## src/rtl/adder_16_bit_arbiter.sv

```systemverilog
// Two-port round-robin front end for one shared 16-bit adder.
// Each operation runs capture -> execute -> registered response; counters track completions.

module adder_16_bit (
  input  logic [15:0] a,
  input  logic [15:0] b,
  input  logic        cin,
  output logic [15:0] sum,
  output logic        cout
);

  logic [16:0] carry;

  assign carry[0] = cin;

  generate
    for (genvar gi = 0; gi < 16; gi++) begin : g_bit
      assign sum[gi]       = a[gi] ^ b[gi] ^ carry[gi];
      assign carry[gi + 1] = (a[gi] & b[gi]) | (a[gi] & carry[gi]) | (b[gi] & carry[gi]);
    end
  endgenerate

  assign cout = carry[16];

endmodule

module adder_16_bit_arbiter #(
  parameter int CNT_W = 8
) (
  input  logic             clk,
  input  logic             rst,
  input  logic             req0_valid,
  output logic             req0_ready,
  input  logic [15:0]      req0_a,
  input  logic [15:0]      req0_b,
  input  logic             req0_cin,
  input  logic             req1_valid,
  output logic             req1_ready,
  input  logic [15:0]      req1_a,
  input  logic [15:0]      req1_b,
  input  logic             req1_cin,
  output logic             rsp0_valid,
  input  logic             rsp0_ready,
  output logic [15:0]      rsp0_sum,
  output logic             rsp0_cout,
  output logic             rsp1_valid,
  input  logic             rsp1_ready,
  output logic [15:0]      rsp1_sum,
  output logic             rsp1_cout,
  output logic             busy,
  output logic [CNT_W-1:0] cnt0,
  output logic [CNT_W-1:0] cnt1
);

  typedef enum logic [1:0] {
    IDLE = 2'd0,
    EXEC = 2'd1,
    RESP = 2'd2
  } state_t;

  localparam logic [CNT_W-1:0] CNT_MAX = '1;
  localparam logic [CNT_W-1:0] CNT_ONE = CNT_W'(1);

  state_t            state_reg;
  logic              last_grant_reg;
  logic              grant_id_reg;
  logic [15:0]       a_reg;
  logic [15:0]       b_reg;
  logic              cin_reg;
  logic [16:0]       result_reg;
  logic              rsp_loaded_reg;
  logic              rsp0_valid_reg;
  logic              rsp1_valid_reg;
  logic [15:0]       rsp0_sum_reg;
  logic [15:0]       rsp1_sum_reg;
  logic              rsp0_cout_reg;
  logic              rsp1_cout_reg;
  logic [CNT_W-1:0]  cnt0_reg;
  logic [CNT_W-1:0]  cnt1_reg;

  logic              grant_any;
  logic              grant;
  logic              accept;
  logic              rsp_done;
  logic [15:0]       add_sum;
  logic              add_cout;

  // Tie goes to whichever requester was not served last.
  assign grant_any = req0_valid | req1_valid;
  assign grant     = (req0_valid && req1_valid) ? ~last_grant_reg : req1_valid;
  assign accept    = (state_reg == IDLE) && grant_any && !rst;

  assign req0_ready = accept && !grant;
  assign req1_ready = accept &&  grant;

  assign rsp_done = rsp_loaded_reg && (grant_id_reg ? rsp1_ready : rsp0_ready);

  adder_16_bit u_adder (
    .a    (a_reg),
    .b    (b_reg),
    .cin  (cin_reg),
    .sum  (add_sum),
    .cout (add_cout)
  );

  always_ff @(posedge clk or posedge rst) begin
    if (rst) begin
      state_reg      <= IDLE;
      last_grant_reg <= 1'b1;
      grant_id_reg   <= 1'b0;
      a_reg          <= '0;
      b_reg          <= '0;
      cin_reg        <= 1'b0;
      result_reg     <= '0;
      rsp_loaded_reg <= 1'b0;
      rsp0_valid_reg <= 1'b0;
      rsp1_valid_reg <= 1'b0;
      rsp0_sum_reg   <= '0;
      rsp1_sum_reg   <= '0;
      rsp0_cout_reg  <= 1'b0;
      rsp1_cout_reg  <= 1'b0;
      cnt0_reg       <= '0;
      cnt1_reg       <= '0;
    end else begin
      case (state_reg)
        IDLE: begin
          if (grant_any) begin
            a_reg          <= grant ? req1_a   : req0_a;
            b_reg          <= grant ? req1_b   : req0_b;
            cin_reg        <= grant ? req1_cin : req0_cin;
            grant_id_reg   <= grant;
            last_grant_reg <= grant;
            state_reg      <= EXEC;
          end
        end
        EXEC: begin
          result_reg     <= {add_cout, add_sum};
          rsp_loaded_reg <= 1'b0;
          state_reg      <= RESP;
        end
        RESP: begin
          // First RESP cycle moves the result into the per-port output registers;
          // the port's outputs stay untouched while another requester is served.
          if (!rsp_loaded_reg) begin
            rsp_loaded_reg <= 1'b1;
            if (grant_id_reg) begin
              rsp1_sum_reg   <= result_reg[15:0];
              rsp1_cout_reg  <= result_reg[16];
              rsp1_valid_reg <= 1'b1;
            end else begin
              rsp0_sum_reg   <= result_reg[15:0];
              rsp0_cout_reg  <= result_reg[16];
              rsp0_valid_reg <= 1'b1;
            end
          end else if (rsp_done) begin
            rsp_loaded_reg <= 1'b0;
            rsp0_valid_reg <= 1'b0;
            rsp1_valid_reg <= 1'b0;
            state_reg      <= IDLE;
            if (grant_id_reg) begin
              if (cnt1_reg != CNT_MAX) cnt1_reg <= cnt1_reg + CNT_ONE;
            end else begin
              if (cnt0_reg != CNT_MAX) cnt0_reg <= cnt0_reg + CNT_ONE;
            end
          end
        end
        default: state_reg <= IDLE;
      endcase
    end
  end

  assign rsp0_valid = rsp0_valid_reg;
  assign rsp1_valid = rsp1_valid_reg;
  assign rsp0_sum   = rsp0_sum_reg;
  assign rsp1_sum   = rsp1_sum_reg;
  assign rsp0_cout  = rsp0_cout_reg;
  assign rsp1_cout  = rsp1_cout_reg;
  assign busy       = (state_reg != IDLE);
  assign cnt0       = cnt0_reg;
  assign cnt1       = cnt1_reg;

endmodule
```

## config.mk

```make
export PLATFORM = sky130hd
export DESIGN_NAME = adder_16_bit_arbiter
export DESIGN_NICKNAME = d
export VERILOG_FILES = /design/src/rtl/adder_16_bit_arbiter.sv
export SDC_FILE = /design/constraint.sdc
export NUM_CORES = 1
export LEC_CHECK = 0
export CORE_MARGIN = 3
export CORE_UTILIZATION = 53
export DETAILED_ROUTE_END_ITERATION = 10
export GPL_TIMING_DRIVEN = 1
export HOLD_SLACK_MARGIN = 0.06
export PLACE_DENSITY = 0.86
export SETUP_SLACK_MARGIN = 0.05
export SLEW_MARGIN = 30
export SYNTH_ARGS = -nofsm -noshare
export SYNTH_HDL_FRONTEND = slang
export SYNTH_SLANG_ARGS = --single-unit
```

## constraint.sdc

```tcl
create_clock -name clk -period 11.7 [get_ports clk]
set_input_delay 2.925 -clock clk [delete_from_list [all_inputs] [get_ports clk]]
set_output_delay 2.925 -clock clk [all_outputs]
set_load 0.02 [all_outputs]
```

==> impl_metrics.prom, run 1 <==
# TYPE chip_impl_metric gauge
chip_impl_info{name="cts_tree",value="done"} 1
chip_impl_metric{name="cts_setup_buffers",unit=""} 0
chip_impl_metric{name="vias",unit=""} 3275
chip_impl_metric{name="yosys-mux-area-fraction",unit="%"} 18.8
chip_impl_metric{name="die_w",unit="µm"} 102
chip_impl_metric{name="yosys.area_share.adder",unit="%"} 8.01
chip_impl_metric{name="asyncSetResetFlopFracSynth",unit="%"} 100
chip_impl_metric{name="die_y",unit="µm"} 102
chip_impl_metric{name="synthesized_area_fraction_occupied_by_ao_oa_aoi_and_oai_cells",unit="%"} 5.66
chip_impl_metric{name="cts-root-to-sink-buffers",unit=""} 2
chip_impl_metric{name="clkLatencyLatePin",unit="ns"} 0.36
chip_impl_metric{name="cts_hold_buf",unit=""} 0
chip_impl_metric{name="routed_via_density",unit=""} 5.27
chip_impl_info{name="setup_repair_after_global_routing_missed_its_margin",value="false"} 1
chip_impl_metric{name="ir_worst_vdd",unit="mV"} 0.106
chip_impl_metric{name="drtAntennaViolNets",unit=""} 0
chip_impl_info{name="grt.busiest_layer",value="met2"} 1
chip_impl_metric{name="hpwlAfterDp",unit="µm"} 7550
chip_impl_metric{name="power.density",unit="nW/µm²"} 248
chip_impl_metric{name="internal_power",unit="mW"} 1.01
chip_impl_metric{name="period_needed",unit="ns"} 7.79
chip_impl_metric{name="worst-endpoint-required",unit="ns"} 8.78
chip_impl_info{name="synth_top_family_by_area",value="multiplexers"} 1
chip_impl_metric{name="post-route-drc-count",unit=""} 0
chip_impl_metric{name="total_gr_overflow",unit=""} 0
chip_impl_metric{name="global_routing_met2_resource_utilization",unit="%"} 32.9
chip_impl_metric{name="syn_nets",unit=""} 480
chip_impl_metric{name="met1_usage",unit="%"} 29.4
chip_impl_info{name="kind_of_start_point_of_the_critical_path",value="input port"} 1
chip_impl_metric{name="tritoncts_buffer_count",unit=""} 9
chip_impl_metric{name="die-area",unit="µm²"} 10500
chip_impl_metric{name="worstPathArrival",unit="ns"} 4.87
chip_impl_metric{name="initial_utilization",unit="%"} 55.5
chip_impl_metric{name="finalSetupTns",unit="ns"} 0
chip_impl_metric{name="finClkSkew",unit="ns"} 0.0179
chip_impl_metric{name="avgRoutedWirePerCell",unit="µm"} 15.8
chip_impl_metric{name="combPwrFrac",unit="%"} 44.7
chip_impl_metric{name="pin_count_of_the_biggest_net_entering_global_routing",unit=""} 79
chip_impl_metric{name="clkSlewWorstSetupHoldPaths",unit="ns"} 0.11
chip_impl_metric{name="global_route.usage.total",unit="%"} 20.4
chip_impl_metric{name="synth_simple_gate_area_share",unit="%"} 7.38
chip_impl_info{name="synth.area.top_cells",value="sky130_fd_sc_hd__dfrtp_1 54%, sky130_fd_sc_hd__mux2_2 12%, sky130_fd_sc_hd__mux2i_1 6.9%, sky130_fd_sc_hd__fa_1 6.5%, sky130_fd_sc_hd__o21ai_0 3.8%"} 1
chip_impl_info{name="critical_path_end_type",value="output port"} 1
chip_impl_metric{name="timing_max_transition_violations_final",unit=""} 0
chip_impl_metric{name="max_freq",unit="GHz"} 0.128
chip_impl_metric{name="area_of_the_core",unit="µm²"} 8890
chip_impl_metric{name="final_net_count",unit=""} 602
chip_impl_info{name="ranking_of_synthesized_cells_by_instance_count",value="106 x sky130_fd_sc_hd__dfrtp_1, 51 x sky130_fd_sc_hd__mux2_2, 47 x sky130_fd_sc_hd__nand2_1"} 1
chip_impl_metric{name="placement.io_buffers",unit=""} 126
chip_impl_metric{name="syn_inst",unit=""} 386
chip_impl_metric{name="detailedRoute.firstIterationViolations",unit=""} 83
chip_impl_metric{name="gr-usage-met3",unit="%"} 2.39
chip_impl_metric{name="fin_crit_sh",unit="%"} 66.6
chip_impl_metric{name="numClockSinks",unit=""} 107
chip_impl_metric{name="antennaDiodeCount",unit=""} 0
chip_impl_metric{name="grt_antenna_before_repair",unit=""} 0
chip_impl_metric{name="seqPwrFrac",unit="%"} 40.7
chip_impl_metric{name="reg2reg_slack",unit="ns"} 4.81
chip_impl_metric{name="max_slew_margin_vs_limit",unit="%"} 42.1
chip_impl_metric{name="std_cell_rows",unit=""} 34
chip_impl_metric{name="hold_violations",unit=""} 0
chip_impl_metric{name="fraction_of_the_yosys_area_taken_by_sequential_cells",unit="%"} 54.3
chip_impl_metric{name="routed_wirelength",unit="µm"} 9830
chip_impl_metric{name="max_cap_viol_count",unit=""} 0
chip_impl_metric{name="timing.critical_path.fanout_max",unit=""} 34
chip_impl_metric{name="ios",unit=""} 127
chip_impl_metric{name="areaGrowthSynthToFinish",unit="%"} 31.4
chip_impl_metric{name="setup_viol",unit=""} 0
chip_impl_metric{name="cts_htree_levels",unit=""} 3
chip_impl_metric{name="p_sw_share",unit="%"} 37.1
chip_impl_info{name="timing.hold.worst.class",value="flop to flop"} 1
chip_impl_metric{name="number_of_warnings_reported_in_the_yosys_synthesis_log",unit=""} 0
chip_impl_metric{name="clock_power_share",unit="%"} 14.5
chip_impl_metric{name="netlist-cell-type-count",unit=""} 36
chip_impl_metric{name="post_synth_xor_area_fraction",unit="%"} 2.49
chip_impl_info{name="synth_largest_area_cell",value="sky130_fd_sc_hd__dfrtp_1"} 1
chip_impl_metric{name="detailedRoute.firstPassIterationCount",unit=""} 4
chip_impl_metric{name="synth_edf_count",unit=""} 0
chip_impl_metric{name="p_total",unit="mW"} 1.61
chip_impl_metric{name="syn_area",unit="µm²"} 4930
chip_impl_info{name="ys_dominant_reg_cell",value="sky130_fd_sc_hd__dfrtp_1"} 1
chip_impl_metric{name="grt_pass1_wl",unit="µm"} 16700
chip_impl_metric{name="worst_max_slew_pin_slew",unit="ns"} 0.867
chip_impl_metric{name="vias_in_the_first_global_route",unit=""} 3381
chip_impl_metric{name="yosys.area.top_type_share",unit="%"} 53.8
chip_impl_metric{name="layout-drive-gt1-share",unit="%"} 16.2
chip_impl_info{name="clock_tree.root_cell",value="sky130_fd_sc_hd__clkbuf_8"} 1
chip_impl_metric{name="power.switching",unit="mW"} 0.595
chip_impl_info{name="path_class",value="input port to output port"} 1
chip_impl_metric{name="postSynthRegisterBits",unit=""} 107
chip_impl_metric{name="syn-mean-instance-area",unit="µm²"} 12.8
chip_impl_info{name="status",value="complete, no violations"} 1
chip_impl_metric{name="cts_repair_resize_count",unit=""} 0
chip_impl_metric{name="leak_pwr",unit="nW"} 2.90
chip_impl_metric{name="max_reg_flops",unit=""} 17
chip_impl_info{name="synth_most_common_cell",value="sky130_fd_sc_hd__dfrtp_1"} 1
chip_impl_metric{name="gpl.final_weighted_congestion",unit=""} 0.772
critical path: stages:
cell,delay (ns)
sky130_fd_sc_hd__clkdlybuf4s50_1,0.58
sky130_fd_sc_hd__a21boi_4,0.22
sky130_fd_sc_hd__buf_4,0.47
sky130_fd_sc_hd__nor3_1,0.10
sky130_fd_sc_hd__clkdlybuf4s50_1,0.57
per-stage QoR:
step                      util, %  std cells  cell area [µm²]  worst slack [ns]  hold WS (ns)
final                        72.9        621             6480              3.91         0.499
after global routing         72.9        621             6480              3.80         0.519
after CTS                    72.9        621             6480              3.89         0.502
after detailed placement     70.5        605             6270              3.90         0.481
after global placement       70.5        605             6270              3.97         0.464
after floorplan                 -        386             4930              4.92         0.450
final cells by class:
type                    instances  area [µm²]
repair buffers                129        1290
inverters                      15        58.8
clock buffers                   9         124
flip-flops and latches        107        2680
well taps                     108         135
clock inverters                 7        83.8
fillers                       634        2410
multi-input cells             246        2110
per-layer routing:
metal | vias up | part of all wire (%)
li1 | 1549 | -
met1 | 1636 | 44
met2 | 78 | 51
met3 | 12 | 3.5
met4 | 0 | 1.3
met5 | - | 0
power by group through the flow:
stage	clock (mW)	sequential (mW)	combinational, mW
detailed placement	0	0.665	0.723
floorplan	0	0.707	0.381
finish	0.233	0.654	0.718
CTS	0.239	0.656	0.728
global placement	0	0.652	0.689
global route	0.250	0.680	0.799
cell usage in the layout, fill, tap and decap left out, types with 6 or more instances in the layout:
cell type                         instances
sky130_fd_sc_hd__nand2_1                 47
sky130_fd_sc_hd__mux2_2                  51
sky130_fd_sc_hd__a21oi_1                  6
sky130_fd_sc_hd__clkbuf_8                 9
sky130_fd_sc_hd__xor2_1                  12
sky130_fd_sc_hd__fa_1                    16
sky130_fd_sc_hd__clkdlybuf4s50_1        126
sky130_fd_sc_hd__dfrtp_1                106
sky130_fd_sc_hd__nor2_1                  11
sky130_fd_sc_hd__mux2i_1                 34
sky130_fd_sc_hd__inv_1                   14
sky130_fd_sc_hd__o21ai_0                 37
sky130_fd_sc_hd__ha_1                     6
logic make-up (layout without fill, tap and decap cells):
logic type      after synthesis  after routing
flops                       107            107
buf+inv                      33            160
xor+xnor                     14             14
fa+ha+maj                    22             22
simple gates                 74             74
compound gates               50             50
mux                          86             86
worst paths after layout:
check,start,to,depth (start not counted)
setup / recovery,req1_valid,req0_ready,5
min in group asynchronous,rst,grant_id_reg,2
setup reg to reg,a_reg[0],result_reg[15],20
hold reg to reg,cnt1[5],cnt1[5],1
max in group asynchronous,rst,b_reg[10],3
hold / removal,cnt1[5],cnt1[5],1
Power figures use the tool's default switching activity.
==> run 2, diff against run 1 <==
--- a/config.mk
+++ b/config.mk
@@ -6,11 +6,11 @@
 export NUM_CORES = 1
 export LEC_CHECK = 0
 export CORE_MARGIN = 3
-export CORE_UTILIZATION = 53
+export CORE_UTILIZATION = 49
 export DETAILED_ROUTE_END_ITERATION = 10
 export GPL_TIMING_DRIVEN = 1
 export HOLD_SLACK_MARGIN = 0.06
-export PLACE_DENSITY = 0.86
+export PLACE_DENSITY = 0.8
 export SETUP_SLACK_MARGIN = 0.05
 export SLEW_MARGIN = 30
 export SYNTH_ARGS = -nofsm -noshare
==> constraint.sdc (replaced) <==
create_clock -name clk -period 7.8 [get_ports clk]
set_input_delay 1.95 -clock clk [delete_from_list [all_inputs] [get_ports clk]]
set_output_delay 1.95 -clock clk [all_outputs]
set_load 0.02 [all_outputs]
==> run 2 against run 1 <==
Against the previous run:
- final area up 0.41%
- sequential cell count unchanged
- combinational power grew 49%
- die area grew 7.7%
- routed wire length down 0.91%
- core utilization shrank 4.4 points
- worst hold slack worse by 0.0083 ns
- first-iteration DRC count is 9.6% higher
- count of clock-buffer cells in the layout is the same
- final cell count is 3.4% higher
- power grew 50%
- sequential power rose by 50%
- highest routed layer unchanged
==> impl_metrics.prom, run 2 (same netlist as run 1, synthesis figures left out) <==
# TYPE chip_impl_metric gauge
chip_impl_metric{name="hold-path-cell-count",unit=""} 2
chip_impl_metric{name="p_total",unit="mW"} 2.40
chip_impl_metric{name="setup_viol",unit=""} 0
chip_impl_info{name="critical_path_end_type",value="flop"} 1
chip_impl_info{name="setup_repair_after_global_routing_missed_its_margin",value="false"} 1
chip_impl_info{name="reg2reg_from",value="a_reg[0]"} 1
chip_impl_info{name="rr_endpoint",value="result_reg[15]"} 1
chip_impl_info{name="path_class",value="flop to flop"} 1
chip_impl_metric{name="die-area",unit="µm²"} 11300
chip_impl_metric{name="placement.io_buffers",unit=""} 126
chip_impl_metric{name="total_area_of_multi_input_combinational_cells",unit="µm²"} 2110
chip_impl_metric{name="cts-root-to-sink-buffers",unit=""} 2
chip_impl_metric{name="cts_hold_buf",unit=""} 0
chip_impl_metric{name="global_route.usage.total",unit="%"} 18.2
chip_impl_metric{name="vias",unit=""} 3235
chip_impl_metric{name="power.density",unit="nW/µm²"} 369
chip_impl_metric{name="worst_max_slew_pin_slew",unit="ns"} 0.899
chip_impl_metric{name="period_needed",unit="ns"} 6.87
chip_impl_metric{name="timing.critical_path.slowest_cell_delay",unit="ns"} 0.42
chip_impl_metric{name="final_net_count",unit=""} 602
chip_impl_metric{name="total_gr_overflow",unit=""} 0
chip_impl_metric{name="dpl.cell_count",unit=""} 626
chip_impl_metric{name="pin_count_of_the_biggest_net_entering_global_routing",unit=""} 85
chip_impl_metric{name="gpl.final_weighted_congestion",unit=""} 0.773
chip_impl_metric{name="ir_worst_vdd",unit="mV"} 0.163
chip_impl_metric{name="detailedRoute.firstPassIterationCount",unit=""} 4
chip_impl_metric{name="routed_via_density",unit=""} 5.04
chip_impl_metric{name="die_w",unit="µm"} 106
chip_impl_metric{name="std_cell_rows",unit=""} 35
chip_impl_metric{name="clkSlewWorstSetupHoldPaths",unit="ns"} 0.10
chip_impl_metric{name="finClkSkew",unit="ns"} 0.0175
chip_impl_metric{name="postLayoutCoreUtil",unit="%"} 68.5
chip_impl_metric{name="fillCellCount",unit=""} 729
chip_impl_metric{name="vias_in_the_first_global_route",unit=""} 3476
chip_impl_metric{name="tritoncts_buffer_count",unit=""} 9
chip_impl_metric{name="clkLatencyLatePin",unit="ns"} 0.36
chip_impl_info{name="worstPathCellList",value="inv_1 > fa_1 > inv_1 > fa_1 > fa_1 > fa_1 > fa_1 > fa_1 > fa_1 > fa_1 > fa_1 > fa_1 > fa_1 > fa_1 > fa_1 > fa_1 > fa_1 > inv_1 > fa_1 > a21oi_1"} 1
chip_impl_metric{name="finish.instance_area",unit="µm²"} 6510
chip_impl_info{name="crit_path_frequent_cell",value="sky130_fd_sc_hd__fa_1"} 1
chip_impl_metric{name="max_reg_flops",unit=""} 17
chip_impl_metric{name="ios",unit=""} 127
chip_impl_metric{name="max_freq",unit="GHz"} 0.146
chip_impl_metric{name="cts_setup_buffers",unit=""} 0
chip_impl_metric{name="drtAntennaViolNets",unit=""} 0
chip_impl_metric{name="worst_reg2reg_path_depth",unit=""} 20
chip_impl_metric{name="grt_pass1_wl",unit="µm"} 16600
chip_impl_metric{name="areaGrowthSynthToFinish",unit="%"} 31.9
chip_impl_info{name="worst_hold_path.endpoint",value="a_reg[15]"} 1
chip_impl_metric{name="worstPathArrival",unit="ns"} 7.15
chip_impl_metric{name="layout-drive-gt1-share",unit="%"} 16.2
chip_impl_metric{name="post-route-drc-count",unit=""} 0
chip_impl_metric{name="timing_max_transition_violations_final",unit=""} 0
chip_impl_metric{name="final-seq-area",unit="µm²"} 2680
chip_impl_info{name="clock_tree.root_cell",value="sky130_fd_sc_hd__clkbuf_8"} 1
chip_impl_metric{name="fin_cells",unit=""} 642
chip_impl_metric{name="routed_wirelength",unit="µm"} 9740
chip_impl_metric{name="finalSetupTns",unit="ns"} 0
chip_impl_metric{name="leak_pwr",unit="nW"} 2.90
chip_impl_metric{name="reg2reg_slack",unit="ns"} 0.93
chip_impl_info{name="cts_tree",value="done"} 1
chip_impl_metric{name="numClockSinks",unit=""} 107
chip_impl_metric{name="cts_htree_levels",unit=""} 3
chip_impl_metric{name="max_cap_viol_count",unit=""} 0
chip_impl_metric{name="area_of_the_core",unit="µm²"} 9500
chip_impl_metric{name="die_y",unit="µm"} 106
chip_impl_metric{name="initial_utilization",unit="%"} 51.9
chip_impl_metric{name="detailedRoute.firstIterationViolations",unit=""} 91
chip_impl_metric{name="max_slew_margin_vs_limit",unit="%"} 40.0
chip_impl_info{name="holdCritStartpoint",value="a_reg[15]"} 1
chip_impl_metric{name="worst-endpoint-required",unit="ns"} 8.08
chip_impl_metric{name="fin_crit_sh",unit="%"} 88.1
chip_impl_metric{name="grt_antenna_before_repair",unit=""} 0
chip_impl_metric{name="antennaDiodeCount",unit=""} 0
chip_impl_info{name="timing.hold.worst.class",value="flop to flop"} 1
chip_impl_info{name="status",value="complete, no violations"} 1
chip_impl_metric{name="cts_repair_resize_count",unit=""} 0
chip_impl_info{name="mostFrequentLayoutCell",value="sky130_fd_sc_hd__clkdlybuf4s50_1"} 1
chip_impl_metric{name="timing.critical_path.fanout_max",unit=""} 2
chip_impl_metric{name="hpwlAfterDp",unit="µm"} 7510
chip_impl_info{name="critical_path_top_delay_cell",value="sky130_fd_sc_hd__fa_1"} 1
chip_impl_info{name="mostFrequentLayoutCells",value="126 x sky130_fd_sc_hd__clkdlybuf4s50_1, 106 x sky130_fd_sc_hd__dfrtp_1, 51 x sky130_fd_sc_hd__mux2_2, 47 x sky130_fd_sc_hd__nand2_1, 37 x sky130_fd_sc_hd__o21ai_0"} 1
chip_impl_metric{name="avgRoutedWirePerCell",unit="µm"} 15.2
chip_impl_info{name="kind_of_start_point_of_the_critical_path",value="flop"} 1
chip_impl_metric{name="hold_violations",unit=""} 0
chip_impl_metric{name="dpl-instance-area",unit="µm²"} 6300
-- run 2: cell count changes in the layout (fill, tap and decap cells not counted), sizes merged --
cell | previous run | this run
clkinvlp | 3 | 1
clkinv | 0 | 2
-- run 2: worst max path at each step --
stage / start / to / slack (ns) / cells past startpoint
2_1_floorplan: a_reg[0] / result_reg[15] / 1.23 / 20
3_3_place_gp: a_reg[0] / result_reg[15] / 1.06 / 20
3_5_place_dp: a_reg[0] / result_reg[15] / 0.94 / 20
4_1_cts: a_reg[0] / result_reg[15] / 0.91 / 20
5_1_grt: a_reg[0] / result_reg[15] / 0.67 / 20
6_report: a_reg[0] / result_reg[15] / 0.93 / 20
-- run 2: area by class of cell --
class                   count  share of cell area (%)
repair buffers            129                    19.8
clock buffers               9                    1.90
well taps                 129                    2.48
inverters                  15                   0.904
clock inverters             7                    1.29
multi-input cells         246                    32.5
flip-flops and latches    107                    41.2
-- run 2: power by group --
part	internal, mW	switching (mW)
Sequential	0.800	0.181
Clock	0.154	0.195
Combinational	0.562	0.510
-- run 2: per-layer routing --
| metal | wire length (µm) | track usage [%] | part of all wire (%) |
|---|---|---|---|
| met1 | 4350 | 24.6 | 45 |
| met2 | 4890 | 31.1 | 50 |
| met5 | 0 | 0 | 0 |
| met4 | 103 | 5.09 | 1.1 |
| met3 | 390 | 2.37 | 4.0 |
-- run 2: critical path, delay by kind of cell, from the launching register on --
family / cells / cell delay [ns]
buffers and inverters: 3 / 0.20
flip-flops: 1 / 0.40
adder cells (fa/ha/maj): 16 / 6.04
AO/OA/AOI/OAI: 1 / 0.15
-- run 2: metrics by stage --
stage / hold WS, ns / setup slack (ns)
3_3_place_gp: 0.465 / 1.06
6_report: 0.490 / 0.928
3_5_place_dp: 0.470 / 0.942
5_1_grt: 0.535 / 0.668
4_1_cts: 0.492 / 0.913
2_1_floorplan: 0.450 / 1.23
==> run 3, diff against run 2 <==
--- a/config.mk
+++ b/config.mk
@@ -9,7 +9,7 @@
 export CORE_UTILIZATION = 49
 export DETAILED_ROUTE_END_ITERATION = 10
 export GPL_TIMING_DRIVEN = 1
-export HOLD_SLACK_MARGIN = 0.06
+export HOLD_SLACK_MARGIN = 0.12
 export PLACE_DENSITY = 0.8
 export SETUP_SLACK_MARGIN = 0.05
 export SLEW_MARGIN = 30
==> results of run 3 <==
Final layout, timing and power as in run 2 (identical DEF).
